File: src/rtl/hazard_sched.sv
// hazard_sched: in-order pipeline hazard scheduler.
// Handles three cases:
//   - A taken branch flushes IF/ID.
//   - A load-use hazard inserts a single bubble.
//   - A multi-cycle multiply holds ID/EX and stalls the front end
//     for MUL_LAT-1 cycles.
// Optional stall-cycle counter and its stall_cnt_o port are built
// only when HAZARD_STALL_CNT_EN is defined.
module hazard_sched #(
  parameter int unsigned MUL_LAT = 4
) (
  input  logic        clk_i,
  input  logic        rst_i,
  input  logic        ex_memread_i,
  input  logic [4:0]  ex_rd_addr_i,
  input  logic [4:0]  id_rs1_addr_i,
  input  logic [4:0]  id_rs2_addr_i,
  input  logic        id_use_rs2_i,
  input  logic        id_mul_i,
  input  logic        branch_taken_i,
  output logic        pc_write_o,
  output logic        ifid_write_o,
  output logic        ifid_flush_o,
  output logic        idex_bubble_o,
  output logic        idex_hold_o,
  output logic        mul_busy_o
`ifdef HAZARD_STALL_CNT_EN
  ,
  output logic [15:0] stall_cnt_o
`endif
);

  typedef enum logic {RUN, MUL_WAIT} state_t;

  // The multiply spends one cycle in RUN and the rest in MUL_WAIT.
  // The counter therefore starts at MUL_LAT-2 and exits after reaching zero.
  localparam logic [3:0] MUL_CNT_INIT = 4'(MUL_LAT - 2);

  state_t     state;
  logic [3:0] mul_cnt;
  logic       lu;

  // Load-use hazard: the load in EX writes a register that the ID instruction reads.
  assign lu = ex_memread_i && (ex_rd_addr_i != '0) &&
              ((ex_rd_addr_i == id_rs1_addr_i) ||
               (id_use_rs2_i && (ex_rd_addr_i == id_rs2_addr_i)));

  // Pipeline control decode.
  // Reset is gated in so that reset values hold even while inputs toggle.
  always_comb begin
    pc_write_o    = 1'b1;
    ifid_write_o  = 1'b1;
    ifid_flush_o  = 1'b0;
    idex_bubble_o = 1'b0;
    idex_hold_o   = 1'b0;
    mul_busy_o    = 1'b0;
    if (!rst_i) begin
      case (state)
        RUN: begin
          if (branch_taken_i) begin
            ifid_flush_o = 1'b1;
          end else if (lu) begin
            pc_write_o    = 1'b0;
            ifid_write_o  = 1'b0;
            idex_bubble_o = 1'b1;
          end
        end
        MUL_WAIT: begin
          pc_write_o   = 1'b0;
          ifid_write_o = 1'b0;
          idex_hold_o  = 1'b1;
          mul_busy_o   = 1'b1;
        end
        default: ;
      endcase
    end
  end

  // FSM state and multiply down-counter.
  always_ff @(posedge clk_i or posedge rst_i) begin
    if (rst_i) begin
      state   <= RUN;
      mul_cnt <= '0;
    end else begin
      case (state)
        RUN: begin
          if (!branch_taken_i && !lu && id_mul_i) begin
            state   <= MUL_WAIT;
            mul_cnt <= MUL_CNT_INIT;
          end
        end
        MUL_WAIT: begin
          if (mul_cnt == '0) begin
            state <= RUN;
          end else begin
            mul_cnt <= mul_cnt - 4'd1;
          end
        end
        default: state <= RUN;
      endcase
    end
  end

`ifdef HAZARD_STALL_CNT_EN
  logic [15:0] stall_cnt;
  logic        stall_cyc;

  // Count load-use bubble cycles and multiply-wait cycles.
  // Branch flushes are not counted.
  assign stall_cyc = ((state == RUN) && !branch_taken_i && lu) ||
                     (state == MUL_WAIT);

  // Saturating stall-cycle counter.
  always_ff @(posedge clk_i or posedge rst_i) begin
    if (rst_i) begin
      stall_cnt <= '0;
    end else if (stall_cyc && (stall_cnt != '1)) begin
      stall_cnt <= stall_cnt + 16'd1;
    end
  end

  assign stall_cnt_o = stall_cnt;
`endif

endmodule
File: config.mk
export PLATFORM = sky130hd
export DESIGN_NAME = hazard_sched
export DESIGN_NICKNAME = d
export VERILOG_FILES = /design/src/rtl/hazard_sched.sv
export SDC_FILE = /design/constraint.sdc
export NUM_CORES = 1
export LEC_CHECK = 0
export BUFFER_PORTS_ARGS = -buffer_cell sky130_fd_sc_hd__buf_4
export CORE_MARGIN = 2
export CORE_UTILIZATION = 35
export CTS_BUF_LIST = sky130_fd_sc_hd__clkbuf_2 sky130_fd_sc_hd__clkbuf_4 sky130_fd_sc_hd__clkbuf_8
export DETAILED_ROUTE_END_ITERATION = 7
export GPL_ROUTABILITY_DRIVEN = 0
export GPL_TIMING_DRIVEN = 1
export PLACE_DENSITY = 0.77
export SLEW_MARGIN = 30
export SYNTH_ARGS = -nofsm -noshare
export SYNTH_HDL_FRONTEND = slang
export SYNTH_SLANG_ARGS = --single-unit
export TNS_END_PERCENT = 10
File: constraint.sdc
create_clock -name clk_i -period 2.2 [get_ports clk_i]
set_clock_uncertainty 0.1 [all_clocks]
set_input_delay 0 -clock clk_i [delete_from_list [all_inputs] [get_ports clk_i]]
set_output_delay 0 -clock clk_i [all_outputs]
set_load 0.005 [all_outputs]
==> results.toml, run 1 <==
[critical_path]
cp_num_buf_inv = 1
worst_setup_path_start_kind = "flip-flop"
critPathMaxFanout = 4
cpPeakStageDelay_ns = 0.44
crit_type = "flip-flop to flip-flop"
cp_cell_sequence = "inv_1, ha_1, nand2b_1, o21ai_0, o22ai_1, a21o_1"
crit_slowest_cell = "o21ai_0"
required_ns = 2.24
crit_family = "compound AO/OA/AOI/OAI gates"
crit_arrival_ns = 1.86
endpoint_kind = "flip-flop"

[sta]
finalHoldViolCount = 0
setup_viol = 0
tightest_slew_ns = 0.517
slew_headroom_pct = 65.2
slew_viol_final = 0
period_share_pct = 82.8
grt_setup_unrepaired = "false"
fin_crit_ns = 1.82
setup_tns_ns = 0
clock.fmax_ghz = 0.549

[yosys]
ys_types = 31
synth-edff-count = 0
synth.largest_area_cell = "dfrtp_1"
yosys-top-cells-count = "11 x xnor2_1, 5 x dfrtp_1, 5 x nor2_1"
yosysWarnings = 0
netlist_area_um2 = 518
synthArstFlopShare_pct = 100
syn_avg_cell_area_um2 = 8.49
synth-main-ff-cell = "dfrtp_1"
synth_nets = 83
synth_top_area_share_pct = 24.2
synth_top_cells_by_area = "dfrtp_1 24%, xnor2_1 19%, nor3b_1 4.3%"
post-synth-top-count-cell = "xnor2_1"
ys_seq_area_share_pct = 24.2
postSynthCellCount = 61
synth-seq-cells = 5

[pwr]
p_leak_nw = 0.336
power_density_mw_per_mm2 = 909
ir_worst_vdd_mv = 0.359

[global_routing]
grt_usage_pct = 18.1
gr-total-overflow = 0
grt_pass1_wl_mm = 2.43
grt_pass1_vias = 600
grt_antenna_before_repair = 0
grt_max_degree = 11

[layout]
post-route-util_pct = 57.2
antenna_cells = 0
regArea_um2 = 125
nets = 114
synthToLayoutAreaGrowth_pct = 47.3
multi_input_area_um2 = 355
n_fill_cell = 132
drive_gt1_share_pct = 37.4
final_cells = 106

[floorplan]
coreArea_mm2 = 0.00133
num_rows = 13
dieHeight_um = 42.5
num_io_pins = 27
start_util_pct = 38.8
die_w_um = 42.5
dieArea_mm2 = 0.00180

[clock_network]
cts_resized = 0
cts_root_buffer = "clkbuf_4"
numCtsBuffers = 3
cts_tree = "done"
clk_pin_slew_ns = 0.05
cts_setup_buffers = 0
htreeDepth = 1
ctsLongestPathBuffers = 2
clk_latency_ns = 0.24
cts_sinks = 5

[place]
placedCellCount = 100
io_buffers = 26
dpl.hpwl_mm = 1.07

[route]
dr.pass1.iters = 4
viasPerCell = 5.24
routedWlPerCell_um = 12.8
ant_nets = 0
vias = 555
drtIter0Drc = 8
wirelength_mm = 1.36
remaining_drc_errors = 0

[worst_hold_path]
hp-class = "input port to flip-flop"

[flow_run]
drv_cap = 0

[outcome]
outcome = "finished, final reports clean"
==> logic make-up (layout without fill, tap and decap cells) <==
logic type,Yosys count,in the layout,synth area share (%)
and+or+nand+nor,20,20,22.2
buffers and inverters,6,36,7.25
muxes,1,1,1.93
AOI/OAI and AO/OA,17,17,23.4
DFF,5,5,24.2
xor gates and xnor gates,11,11,18.6
adders and majority gates,1,1,2.42
==> cell usage in the layout (no fill, tap or decap) <==
cell / n
o22ai_1: 2
nand2b_1: 2
a31oi_1: 2
o21ai_2: 1
nor3b_1: 3
clkbuf_4: 4
nor3_1: 1
a21oi_1: 1
nor2b_1: 1
inv_1: 3
o31ai_1: 1
o22a_1: 1
mux2i_1: 1
a211oi_1: 1
nor4_1: 1
or4_2: 1
nand3_1: 2
a21o_1: 1
nor2_1: 5
o211ai_1: 1
nand2_1: 2
or4_4: 1
dlygate4sd3_1: 2
nand4_1: 1
xnor2_1: 11
o21a_1: 2
o41ai_1: 1
ha_1: 1
o311a_1: 1
dfrtp_1: 5
buf_4: 27
o21ai_0: 2
==> report_power, final <==
part / switching [mW] / leakage (nW) / total [mW] / internal (mW)
Sequential: 0.0631 / 0.0602 / 0.201 / 0.137
Combinational: 0.176 / 0.257 / 0.372 / 0.197
Clock: 0.0394 / 0.0184 / 0.120 / 0.0810
==> registers in the layout (all words and copies together), names as in the netlist <==
signal / cells
mul_cnt: 4
state: 1
==> through the flow <==
stage | power, mW | hold slack, ns | area (um^2) | worst slack (ns)
after CTS | 0.699 | 0.0704 | 763 | 0.400
final | 0.693 | 0.0825 | 763 | 0.378
after global routing | 0.757 | 0.0862 | 763 | 0.244
after global placement | 0.551 | -0.159 | 713 | 0.525
after floorplan | 0.466 | -0.321 | 518 | 0.621
after detailed placement | 0.562 | -0.158 | 713 | 0.449
==> layout make-up <==
class                   instances  area share, %
well taps                      15           2.46
flip-flops and latches          5           16.4
multi-input cells              50           46.6
inverters                       3           1.48
clock buffers                   4           3.93
repair buffers                 29           29.2
==> tightest hold or removal path, stage by stage <==
cell and delay [ns]:
buf_4 0.11, o21a_1 0.17, a31oi_1 0.09
==> repair_timing <==
action	in CTS	in global routing
hold endpoints to repair	6	0
hold buffers	2	0
setup endpoints to repair	0	0
==> path summary, 6_finish.rpt <==
check	from	to	slack (ns)	cells after the start
worst max-delay path	mul_cnt[0]	mul_cnt[2]	0.38	6
worst min-delay path	ex_rd_addr_i[0]	state	0.08	3
worst max register to register	mul_cnt[0]	mul_cnt[2]	0.38	6
worst min register to register	mul_cnt[0]	mul_cnt[0]	0.55	2
max in group asynchronous	rst_i	mul_cnt[3]	1.68	3
min in group asynchronous	rst_i	mul_cnt[2]	0.14	3
==> layer usage <==
layer / up-vias / part of all wire [%] / global-route usage [%]
li1: 283 / - / -
met1: 250 / 38 / 18.4
met2: 22 / 57 / 31.4
met3: 0 / 5.4 / 4.31
met4: 0 / 0 / 13.8
met5: - / 0 / 0
Note: power is estimated with default switching activity, not from simulation.
==> run 2: changes to the inputs <==
- clock period: 2.2 -> 1.7 ns (I/O delays scaled with it)
==> run 2 against run 1 <==
  * Power grew 43%
  * Count of clock-buffer cells in the layout is the same
  * Non-clock buffer count grew 4
  * Wire length is 6.5% lower
  * Critical path type unchanged
  * Critical endpoint is now mul_cnt[0]
  * Largest cell class unchanged
==> results.toml, run 2 (synthesized netlist as in run 1, its figures left out) <==
[layout]
largest_reg_flops = 4
drive_gt1_share_pct = 45.3
antenna_cells = 0
nets = 118
final_common_cell = "buf_4"
reg_top3 = "mul_cnt: 4 flops, state: 1 flops"
final_cells = 110
layout_common_cells = "31 x buf_4, 11 x xnor2_1, 4 x nor2_1, 4 x clkbuf_4, 4 x dfrtp_1"
top_register = "mul_cnt"
synthToLayoutAreaGrowth_pct = 55.6
post-route-util_pct = 60.4

[critical_path]
cp_num_buf_inv = 1
crit_type = "flip-flop to flip-flop"
crit_family = "compound AO/OA/AOI/OAI gates"
required_ns = 1.72
endpoint_kind = "flip-flop"
cp_cell_sequence = "inv_1, ha_1, nand2b_1, o21a_2, o41ai_1"
worst_setup_path_start_kind = "flip-flop"
critPathMaxFanout = 5
cpPeakStageDelay_ns = 0.43
crit_arrival_ns = 1.62
crit_slowest_cell = "dfrtp_1"

[clock_network]
htreeDepth = 1
clk_latency_ns = 0.24
cts_tree = "done"
cts_sinks = 5
ctsLongestPathBuffers = 2
cts_root_buffer = "clkbuf_4"
clk_pin_slew_ns = 0.04
numCtsBuffers = 3

[floorplan]
die_w_um = 42.5
start_util_pct = 38.8
coreArea_mm2 = 0.00133
num_io_pins = 27
dieHeight_um = 42.5
num_rows = 13
dieArea_mm2 = 0.00180

[sta]
fin_crit_ns = 1.61
hold-worst-slack_ns = 0.0897
setup_tns_ns = 0
period_share_pct = 94.5
slew_viol_final = 0
setup_ws_ns = 0.0930
setup_viol = 0
tightest_slew_ns = 0.342
clock.fmax_ghz = 0.622
finalHoldViolCount = 0
slew_headroom_pct = 77.2

[route]
viasPerCell = 5.09
ant_nets = 0
routedWlPerCell_um = 11.6
drtIter0Drc = 5
remaining_drc_errors = 0
vias = 560
dr.pass1.iters = 4
wirelength_mm = 1.27

[pwr]
ir_worst_vdd_mv = 0.782
p_leak_nw = 0.356
power_density_mw_per_mm2 = 1230

[place]
io_buffers = 26
placedCellCount = 101
dpl.hpwl_mm = 1.05
place_ws_ns = 0.108

[flow_run]
drv_cap = 0

[worst_hold_path]
hp-class = "input port to flip-flop"

[global_routing]
grt_max_degree = 11
grt_pass1_vias = 546
gr-total-overflow = 0
grt_usage_pct = 15.4
grt_antenna_before_repair = 0
grt_pass1_wl_mm = 2.13

[outcome]
outcome = "finished, final reports clean"
## run 2: worst paths after layout
path                            cells after the start    endpoint            start  slack, ns
worst max-delay path                                5  mul_cnt[0]       mul_cnt[1]       0.09
min in group asynchronous                           3  mul_cnt[3]            rst_i       0.15
worst min-delay path                                3       state  ex_rd_addr_i[0]       0.09
max in group asynchronous                           3       state            rst_i       1.16
worst min register to register                      2  mul_cnt[0]       mul_cnt[0]       0.52
worst max register to register                      5  mul_cnt[0]       mul_cnt[1]       0.09
## run 2: timing repair
item                                    4_1_cts  5_1_grt
gates resized for setup                       0        7
endpoints found under the setup margin        0        4
buffers inserted                              0        3
endpoints found under the hold margin         6        0
hold buffers                                  2        0
## run 2: per-layer routing
| layer | vias to the layer above | wire length (um) | track usage (%) |
|---|---|---|---|
| met5 | - | 0 | 0 |
| met4 | 0 | 0 | 5.63 |
| met3 | 0 | 66 | 3.88 |
| met2 | 19 | 667 | 26.5 |
| met1 | 251 | 540 | 18.2 |
| li1 | 290 | - | - |
## run 2: metrics by stage
| stage | power, mW | instance area [um^2] |
|---|---|---|
| 2_1_floorplan | 0.603 | 518 |
| 5_1_grt | 1.08 | 806 |
| 4_1_cts | 0.913 | 771 |
| 3_3_place_gp | 0.744 | 721 |
| 6_report | 0.994 | 806 |
| 3_5_place_dp | 0.760 | 721 |
## run 2: where the power goes
part | total [mW] | switching [mW] | internal (mW)
Clock | 0.148 | 0.0433 | 0.104
Combinational | 0.584 | 0.254 | 0.330
Sequential | 0.262 | 0.0815 | 0.181
Total | 0.994 | 0.379 | 0.615
## run 2: worst reg2reg max path, stage by stage (launching register included)
cell and delay (ns):
dfrtp_1 0.43, inv_1 0.08, ha_1 0.18, nand2b_1 0.10, o21a_2 0.24, o41ai_1 0.37
## run 2: cell type report
| cell class | instances | area (um^2) |
|---|---|---|
| Clock buffer | 4 | 30.0 |
| Fill cell | 127 | 528 |
| Inverter | 3 | 11.3 |
| Multi-Input combinational cell | 50 | 367 |
| Sequential cell | 5 | 126 |
| Tap cell | 15 | 18.8 |
| Timing Repair Buffer | 33 | 253 |
==> run 3: changes to the inputs <==
- BUFFER_PORTS_ARGS: -buffer_cell sky130_fd_sc_hd__buf_4 -> not set
- DONT_BUFFER_PORTS: not set -> 1
- PLACE_DENSITY: 0.77 -> 0.61
==> run 3 against run 2 <==
  * Cell area decreased by 22%
  * Register-to-register slack got worse by 0.02 ns
  * Critical path depth unchanged
  * Hold slack got worse by 0.065 ns
  * Combinational power decreased by 14%
  * Clock power increased by 7%
  * Worst setup slack got worse by 0.019 ns
  * Critical path type unchanged
  * Critical endpoint unchanged
  * Largest power group unchanged
==> results.toml, run 3 (synthesized netlist as in run 1, its figures left out) <==
[floorplan]
coreArea_mm2 = 0.00133
num_rows = 13
dieArea_mm2 = 0.00180
die_w_um = 42.5
dieHeight_um = 42.5
num_io_pins = 27
start_util_pct = 38.8

[critical_path]
endpoint_kind = "flip-flop"
crit_family = "compound AO/OA/AOI/OAI gates"
cp_cell_sequence = "inv_1, ha_1, nand2b_1, o21a_1, o41ai_1"
cpPeakStageDelay_ns = 0.38
crit_slowest_cell = "dfrtp_1"
cp_num_buf_inv = 1
required_ns = 1.73
crit_arrival_ns = 1.66
crit_type = "flip-flop to flip-flop"
critPathMaxFanout = 5
worst_setup_path_start_kind = "flip-flop"

[pwr]
p_seq_share_pct = 27.4
clockPowerShare_pct = 17.5
p_leak_nw = 0.236
p_sw_mw = 0.376
power_density_mw_per_mm2 = 1450
power_frac_comb_pct = 55.1
internal_power_mw = 0.532
p_sw_share_pct = 41.4
ir_worst_vdd_mv = 0.506

[sta]
setup_ws_ns = 0.0738
clock.fmax_ghz = 0.615
finalHoldViolCount = 0
slew_viol_final = 0
hold-worst-slack_ns = 0.0249
fin_crit_ns = 1.63
setup_viol = 0
grt_setup_unrepaired = "true"
period_share_pct = 95.7
tightest_slew_ns = 0.367
slew_headroom_pct = 75.4

[clock_network]
numCtsBuffers = 3
cts_sinks = 5
cts_tree = "done"
clk_latency_ns = 0.25
cts_root_buffer = "clkbuf_4"
htreeDepth = 1
ctsLongestPathBuffers = 2
clk_pin_slew_ns = 0.05

[place]
dpl.hpwl_um = 958
io_buffers = 0
place_ws_ns = 0.0943

[layout]
drive_gt1_share_pct = 18.3
regArea_um2 = 126
final_common_cell = "xnor2_1"
synthToLayoutAreaGrowth_pct = 21.0
layout_common_cells = "11 x xnor2_1, 5 x nor2_1, 5 x dlygate4sd3_1"
n_fill_cell = 141
antenna_cells = 0
multi_input_area_um2 = 360
largest_reg_flops = 4
nets = 94
reg_top3 = "mul_cnt: 4 flops, state: 1 flops"
top_register = "mul_cnt"

[worst_hold_path]
hp-class = "input port to output pin"

[route]
wirelength_mm = 1.30
viasPerCell = 6.14
vias = 528
ant_nets = 0
drtIter0Drc = 25
routedWlPerCell_um = 15.2
dr.pass1.iters = 4
remaining_drc_errors = 0

[global_routing]
grt_usage_pct = 16.5
grt_antenna_before_repair = 0
grt_max_degree = 11
grt_pass1_wl_mm = 2.17
gr-total-overflow = 0
grt_pass1_vias = 523

[outcome]
outcome = "finished, final reports clean"

[flow_run]
drv_cap = 0
-- run 3: layout make-up --
cell class | instances | share of cell area (%)
clock buffers | 4 | 4.79
inverters | 3 | 1.80
multi-input cells | 50 | 57.5
flip-flops and latches | 5 | 20.2
well taps | 15 | 2.99
repair buffers | 9 | 12.8
-- run 3: worst register-to-register path, cell delays in order, from the launching register on --
cell,delay (ns)
dfrtp_1,0.38
inv_1,0.11
ha_1,0.19
nand2b_1,0.09
o21a_1,0.25
o41ai_1,0.38
-- run 3: power by group through the flow --
| stage | logic, mW | registers, mW | clock network, mW |
|---|---|---|---|
| detailed placement | 0.459 | 0.246 | 0 |
| global route | 0.552 | 0.260 | 0.172 |
| global placement | 0.456 | 0.244 | 0 |
| CTS | 0.472 | 0.245 | 0.161 |
| finish | 0.500 | 0.249 | 0.159 |
| floorplan | 0.380 | 0.223 | 0 |
-- run 3: final timing paths --
check	startpoint	to	slack [ns]	cells after the start
min in group asynchronous	rst_i	mul_cnt[1]	0.06	2
worst min register to register	mul_cnt[0]	mul_cnt[0]	0.54	2
max in group asynchronous	rst_i	state	1.25	2
worst min-delay path	rst_i	idex_bubble_o	0.02	2
worst max-delay path	mul_cnt[0]	mul_cnt[0]	0.07	5
worst max register to register	mul_cnt[0]	mul_cnt[0]	0.07	5
-- run 3: what timing repair did --
item | in CTS | in global routing
endpoints found under the hold margin | 13 | 0
hold buffers | 5 | 0
buffers inserted | 0 | 0
setup endpoints to repair | 0 | 3
resized for setup | 0 | 3
-- run 3: metal layers --
| metal | global-route usage, % | vias to the layer above | wire length, um |
|---|---|---|---|
| li1 | - | 244 | - |
| met1 | 16.4 | 226 | 414 |
| met2 | 29.2 | 45 | 679 |
| met3 | 5.17 | 13 | 134 |
| met4 | 10.6 | 0 | 75 |
| met5 | 0 | - | 0 |
-- run 3: metrics by stage --
stage               cell area (um^2)  util, %  TNS (ns)  instances  power, mW
floorplan                        518        -         0         61      0.603
global placement                 541     40.5         0         77      0.700
detailed placement               541     40.5         0         77      0.706
CTS                              621     46.5         0         86      0.878
global route                     627     47.0   -0.0718         86      0.984
finish                           627     47.0         0         86      0.908
